**src/rtl/parking_gate_controller.sv**
```systemverilog
// Multi-lane parking gate controller: round-robin entry/exit arbitration against a
// runtime capacity, registered occupancy count and a fixed-length gate timer per lane.
module parking_gate_controller #(
    parameter int N_ENTRY     = 2,
    parameter int N_EXIT      = 2,
    parameter int CAP_W       = 8,
    parameter int GATE_CYCLES = 4
) (
    input  logic               clk,
    input  logic               reset_n,
    input  logic [N_ENTRY-1:0] entry_req,
    input  logic [N_EXIT-1:0]  exit_req,
    input  logic [CAP_W-1:0]   capacity,
    output logic [N_ENTRY-1:0] entry_grant,
    output logic [N_EXIT-1:0]  exit_grant,
    output logic [N_ENTRY-1:0] entry_gate_open,
    output logic [N_EXIT-1:0]  exit_gate_open,
    output logic [CAP_W-1:0]   occupancy,
    output logic [CAP_W-1:0]   free_spaces,
    output logic               full
);

    localparam int EP_W = (N_ENTRY > 1) ? $clog2(N_ENTRY) : 1;
    localparam int XP_W = (N_EXIT > 1) ? $clog2(N_EXIT) : 1;
    localparam int TW   = $clog2(GATE_CYCLES + 1);

    logic [EP_W-1:0]    entry_ptr, entry_win, entry_ptr_nxt;
    logic [XP_W-1:0]    exit_ptr, exit_win, exit_ptr_nxt;
    logic               entry_found, exit_found, entry_go, exit_go;
    logic [N_ENTRY-1:0] entry_elig, entry_grant_nxt;
    logic [N_EXIT-1:0]  exit_elig, exit_grant_nxt;
    logic [TW-1:0]      entry_timer [N_ENTRY];
    logic [TW-1:0]      exit_timer  [N_EXIT];

    assign full        = (occupancy >= capacity);
    assign free_spaces = full ? '0 : (capacity - occupancy);

    always_comb begin
        for (int i = 0; i < N_ENTRY; i++) begin
            entry_gate_open[i] = (entry_timer[i] != '0);
        end
    end

    always_comb begin
        for (int i = 0; i < N_EXIT; i++) begin
            exit_gate_open[i] = (exit_timer[i] != '0);
        end
    end

    // Entry arbitration: first eligible lane at or above the pointer, wrapping.
    always_comb begin
        entry_elig      = entry_req & ~entry_gate_open;
        entry_found     = 1'b0;
        entry_win       = '0;
        entry_grant_nxt = '0;
        for (int i = 0; i < N_ENTRY; i++) begin
            if (!entry_found && entry_elig[(int'(entry_ptr) + i) % N_ENTRY]) begin
                entry_found = 1'b1;
                entry_win   = EP_W'((int'(entry_ptr) + i) % N_ENTRY);
            end
        end
        entry_go = entry_found && (occupancy < capacity);
        if (entry_go) begin
            entry_grant_nxt[entry_win] = 1'b1;
        end
        entry_ptr_nxt = (int'(entry_win) == N_ENTRY - 1) ? '0 : entry_win + EP_W'(1);
    end

    always_comb begin
        exit_elig      = exit_req & ~exit_gate_open;
        exit_found     = 1'b0;
        exit_win       = '0;
        exit_grant_nxt = '0;
        for (int i = 0; i < N_EXIT; i++) begin
            if (!exit_found && exit_elig[(int'(exit_ptr) + i) % N_EXIT]) begin
                exit_found = 1'b1;
                exit_win   = XP_W'((int'(exit_ptr) + i) % N_EXIT);
            end
        end
        exit_go = exit_found && (occupancy != '0);
        if (exit_go) begin
            exit_grant_nxt[exit_win] = 1'b1;
        end
        exit_ptr_nxt = (int'(exit_win) == N_EXIT - 1) ? '0 : exit_win + XP_W'(1);
    end

    always_ff @(posedge clk or negedge reset_n) begin
        if (!reset_n) begin
            entry_grant <= '0;
            exit_grant  <= '0;
            entry_ptr   <= '0;
            exit_ptr    <= '0;
            occupancy   <= '0;
        end else begin
            entry_grant <= entry_grant_nxt;
            exit_grant  <= exit_grant_nxt;
            if (entry_go) begin
                entry_ptr <= entry_ptr_nxt;
            end
            if (exit_go) begin
                exit_ptr <= exit_ptr_nxt;
            end
            // Simultaneous entry and exit cancel out.
            if (entry_go && !exit_go) begin
                occupancy <= occupancy + CAP_W'(1);
            end else if (exit_go && !entry_go) begin
                occupancy <= occupancy - CAP_W'(1);
            end
        end
    end

    always_ff @(posedge clk or negedge reset_n) begin
        if (!reset_n) begin
            for (int i = 0; i < N_ENTRY; i++) begin
                entry_timer[i] <= '0;
            end
            for (int i = 0; i < N_EXIT; i++) begin
                exit_timer[i] <= '0;
            end
        end else begin
            for (int i = 0; i < N_ENTRY; i++) begin
                if (entry_grant_nxt[i]) begin
                    entry_timer[i] <= TW'(GATE_CYCLES);
                end else if (entry_timer[i] != '0) begin
                    entry_timer[i] <= entry_timer[i] - TW'(1);
                end
            end
            for (int i = 0; i < N_EXIT; i++) begin
                if (exit_grant_nxt[i]) begin
                    exit_timer[i] <= TW'(GATE_CYCLES);
                end else if (exit_timer[i] != '0) begin
                    exit_timer[i] <= exit_timer[i] - TW'(1);
                end
            end
        end
    end

endmodule
```
**config.mk**
```make
export PLATFORM = sky130hd
export DESIGN_NAME = parking_gate_controller
export DESIGN_NICKNAME = d
export VERILOG_FILES = /design/src/rtl/parking_gate_controller.sv
export SDC_FILE = /design/constraint.sdc
export NUM_CORES = 1
export LEC_CHECK = 0
export CORE_ASPECT_RATIO = 1.75
export CORE_MARGIN = 2
export CORE_UTILIZATION = 51
export DETAILED_ROUTE_END_ITERATION = 16
export GPL_TIMING_DRIVEN = 0
export PLACE_DENSITY = 0.79
export SLEW_MARGIN = 20
export SYNTH_ARGS = -nofsm -noshare
export SYNTH_HDL_FRONTEND = slang
export SYNTH_SLANG_ARGS = --single-unit
```
**constraint.sdc**
```tcl
create_clock -name clk -period 4.63 [get_ports clk]
set_clock_uncertainty 0.05 [all_clocks]
set_input_delay 1.1575 -clock clk [delete_from_list [all_inputs] [get_ports clk]]
set_output_delay 1.1575 -clock clk [all_outputs]
set_load 0.05 [all_outputs]
```
# Word level (Yosys, flattened, before mapping)
# Cells that the tools add are included.
classes:
  add_sub_neg: 11
  n_lt_le_gt_ge: 10
  n_mux: 37
  bitwise_logic: 6
  n_reduce_logical: 22
ops:
  columns: ["operator", "count"]
  rows:
  - ["3-bit two-way mux", 8]
  - ["8-bit two-way mux", 3]
  - ["1-bit two-way mux", 22]
  - ["3-bit nonzero test", 4]
  - ["3-bit by 1-bit subtractor with 3-bit output (second input constant)", 4]
  - ["2-bit nonzero test", 5]
  - ["8-bit by 1-bit adder with 8-bit output (second input constant)", 1]
  - ["8-bit greater-or-equal comparator", 1]
  - ["1-bit logical AND", 8]
  - ["1-bit by 2-bit < comparator with 1-bit output (second input constant)", 4]
  - ["8-bit < comparator", 1]
  - ["8-bit nonzero test", 1]
  - ["8-bit by 1-bit subtractor with 8-bit output (second input constant)", 1]
  - ["8-bit subtractor", 1]
  - ["2-bit by 3-bit < comparator with 1-bit output (second input constant)", 2]
  - ["1-bit adder (second input constant)", 4]
  - ["2-bit bitwise AND", 2]
  - ["1-bit zero test", 4]
  - ["2-bit two-way mux", 2]
  - ["2-bit inverter", 2]
  - ["1-bit bitwise AND (first input constant)", 2]
  - ["1-bit demux with 1-bit select", 2]
  - ["1-bit greater-or-equal comparator (second input constant)", 2]
word_totals:
  register_bits: 26
  inputBits: 14
  output_inout_bits: 25
  elab_cells: 95

# Logic depth before layout (Yosys ltp)
logic_depth:
  ltp_word: 15
  mapped_depth: 18
  ltp_nobuf: 17

# Least setup slack after synthesis
# Ideal clock, no wire load.
synth_path:
  path_kind: "input port to output port"
  from: "input port capacity[0]"
  to: "output port free_spaces[3]"
  arrival_time_ps: 3573
  t_required_ps: 3423
  setup_slack_ps: -151
  cell_stages: 10
  path_buffers: 1
  path_cell_list: "inv_1 -> ha_1 -> inv_1 -> fa_1 -> nand3_1 -> a21oi_2 -> a211oi_4 -> or2_1 -> buf_2 -> nor3_1"
synth_between:
  elab_chain_cells: 2
  word_cells_on_any_way: 3
  cone_classes: "add/sub: 1; order compare: 1; mux: 1"
synth_rtl:
  columns: ["element", "line", "text"]
  rows:
  - ["start, declared", "13", "input logic [CAP_W-1:0] capacity,"]
  - ["8-bit greater-or-equal comparator", "35", "assign full = (occupancy >= capacity);"]
  - ["via full", "20", "output logic full"]
  - ["8-bit two-way mux", "36", "assign free_spaces = full ? '0 : (capacity - occupancy);"]
  - ["end, declared", "19", "output logic [CAP_W-1:0] free_spaces,"]
# The timed path passes the listed nets, and every way through them passes these cells.

# Worst setup path after layout
layout_path:
  from: "input port capacity[0]"
  to: "register occupancy[7]"
layout_between:
  elab_chain_cells: 5
  word_cells_on_any_way: 7
  cone_classes: "order compare: 1; mux: 1; reduce/logical: 5"
layout_rtl:
  columns: ["element", "line", "text"]
  rows:
  - ["8-bit < comparator (*)", "62", "entry_go = entry_found && (occupancy < capacity);"]
  - ["1-bit logical AND (*)", "62", null]
  - ["via entry_go", "29", "logic entry_found, exit_found, entry_go, exit_go;"]
  - ["1-bit zero test", "106", "end else if (exit_go && !entry_go) begin"]
  - ["1-bit logical AND", "106", null]
  - ["2-bit nonzero test (no source line)", null, null]
  - ["end signal, assigned", "105", "occupancy <= occupancy + CAP_W'(1);"]
  - ["end signal, assigned", "107", "occupancy <= occupancy - CAP_W'(1);"]
  - ["end, declared", "18", "output logic [CAP_W-1:0] occupancy,"]
# The timed path passes the listed nets; every way through them passes the cells marked *.
# A chain may end at the register's enable or synchronous reset.

==> summary.txt <==
Status - complete, no violations
Count of cell types in the netlist - 48
First-pass GRT wire length - 6982 um
CTS buffer count - 3
Layout Nets - 293
Final Max Tran Viols - 0
RSZ-0062 raised after global routing - yes
Synth area leader - dfrtp_1
Setup violators final - 0
Routed vias - 1669
Commonest cells after routing, fill and taps aside - 28 x clkdlybuf4s50_1, 26 x dfrtp_1, 22 x inv_1, 21 x nor2_1, 18 x ha_1
Hold Path Origin - entry_ptr
Critical Path AT - 4.70 ns
Synth Area per Inst - 9.277 um^2
Async set-reset flop share out of synthesis - 100.0%
Crit path required time - 4.78 ns
Hold Path Class - register to register
Pre-antenna DRT Iters - 4
# hold bufs at CTS - 0
Fin crit period - 4.555 ns
Die ar. - 4253 um^2
Initial cell density of the core - 52.94%
Hold Path Sink - entry_ptr
Reg2Reg Depth - 16
Fraction of layout cells with a size suffix above 1 - 18.97%
Via/cell ratio - 5.582
Clock latency at the later pin of the worst-skew pair - 0.27 ns
Ys flop type - dfrtp_1
IO Count - 39
Initial antenna violation count - 0
Routed WL - 4444 um
Area growth from synthesis to layout - 34.67%
Reg2reg start - occupancy[6]
Sequential-to-total area share from yosys stat - 34.21%
Number of synthesized flops with an enable pin - 0
Ant diodes - 0
Critical path buffer and inverter count - 6
Seq. cell area - 650.6 um^2
Drt first-iter violations - 25
CP max stage cell - or4_1
Synth area leaders - dfrtp_1 34%, ha_1 15%, xnor2_1 5.1%
DRC violation count after routing - 0
Longest Clk Path Bufs - 2
Fillers - 262
Mapped Nets - 244
CP peak stage delay - 0.54 ns
GPL Wtd Cong - 0.7825
Final Cycle Share - 98.37%
Number of global-route vias before repair - 1652
Multi-input logic area - 1260 um^2
Final ANT Viol Nets - 0
Crit-path cells - clkdlybuf4s50_1, inv_1, ha_2, inv_2, fa_2, nand3_4, a21oi_4, a211oi_4, or2_4, buf_6, a21oi_2, ha_2, clkinv_4, ha_1, inv_2, o311ai_4, or4_1, o211ai_1, xnor2_1
Die Y - 84.78 um
Cells after synthesis - 205
Max_slew headroom - 61.05%
HPWL after DPL - 3204 um
# rows - 29
Global route overflow - 0
Worst R2R End - occupancy[7]
Setup crit end kind - register
Layout Cells excl Fill - 299
Sink Count - 26
CTS tree - yes
FF-to-FF setup slack - 0.88 ns
Largest net degree at the start of global routing - 27
Commonest non-fill, non-tap cell in the layout - clkdlybuf4s50_1
WS Path Type - primary input to register
CP Launch Type - primary input
Final Hold Fails - 0
Placed Cells - 289
Fmax - 219.6 MHz
CP Max Fanout - 6
Htree depth - 1
FF+latch count, synth - 26
Crit path max-delay family - adder cells
Core Footprint - 3592 um^2
Slew at the pin closest to its max-slew limit - 0.5842 ns
Mapped Area - 1902 um^2
I/O Buffers - 38
Synth Warn # - 0
Clk root buf - clkbuf_8
Per-cell routed wire length - 14.86 um
Max-cap violations - 0
Area fraction of the dominant cell type after synthesis - 34.21%
Tot GR Track Use - 20.93%
Die Width - 50.16 um
Clock-pin slew on the worst setup and hold paths - 0.09 ns
Hold depth - 1
per-stage QoR:
stage / setup slack (ns) / area [um^2] / hold slack (ns) / util, % / setup TNS, ns
2_1_floorplan: -0.09628 / 1904 / 0.4293 / - / -0.2889
4_1_cts: 0.008396 / 2457 / 0.4809 / 68.41 / 0
5_1_grt: -0.06303 / 2561 / 0.5117 / 71.30 / -0.1393
3_5_place_dp: -0.7219 / 2337 / 0.4575 / 65.06 / -6.325
3_3_place_gp: -0.6536 / 2342 / 0.4425 / 65.20 / -5.675
6_report: 0.07543 / 2561 / 0.4760 / 71.30 / 0
synth_stat cells, types with 3 or more instances:
cell / instances
a211o_1: 3
a211oi_1: 3
a21boi_0: 3
a21oi_1: 8
dfrtp_1: 26
ha_1: 23
inv_1: 25
nand2_1: 11
nand3_1: 4
nand3b_1: 3
nand4_1: 4
nor2_1: 21
nor2b_1: 4
nor3_1: 7
o21ai_0: 11
xnor2_1: 11
area by class of cell:
cell class                 instances  share of cell area (%)
sequential                        26                   25.40
timing repair buffer              44                   15.93
inverter                          25                   3.859
tap                               46                   2.247
buffer                             2                  0.5862
clock inverter                     1                   1.172
multi-input combinational        152                   49.19
clock buffer                       3                   1.612
how the worst max path moves through the flow:
stage	from	endpoint	slack, ns	cells past startpoint
5_1_grt	capacity[0]	occupancy[7]	-0.06	19
6_report	capacity[0]	occupancy[7]	0.08	19
3_3_place_gp	capacity[0]	occupancy[7]	-0.65	19
4_1_cts	capacity[0]	occupancy[7]	0.008	19
3_5_place_dp	capacity[0]	occupancy[7]	-0.72	19
2_1_floorplan	capacity[0]	free_spaces[3]	-0.1	10
timing repair:
item                                    CTS  global route
cloned                                    0             1
setup buffers                             3             2
resized for setup                        46            18
endpoints found under the setup margin   12            10
endpoints found under the hold margin     0             0
pin swaps                                 4             9
registers in the layout, summed over array words and instances (netlist names):
name and flops:
entry_grant 2, exit_ptr 1, entry_ptr 1, exit_grant 2
entry_timer 6, exit_timer 6, occupancy 8
layer usage:
layer  wire, um  global-route usage, %  vias to the layer above  share of wire [%]
met5          0                      0                        -                  0
met4        163                  7.323                        0                3.7
met3        130                  2.313                       18                2.9
met2       2570                  42.34                       46                 58
met1       1579                  20.44                      799                 36
li1           -                      -                      806                  -
logic make-up (layout without fill, tap and decap cells):
kind of cell / Yosys count / count (layout) / share of synthesized area (%)
compound gates: 45 / 45 / 17.17
xor+xnor: 13 / 13 / 5.987
fa+ha+maj: 25 / 25 / 17.24
buf+inv: 27 / 75 / 5.394
flops: 26 / 26 / 34.21
mux: 2 / 2 / 1.118
simple gates: 67 / 67 / 18.88
Power is not shown: default switching activity piles up to over one toggle a cycle in this logic, so the estimate is an artifact.
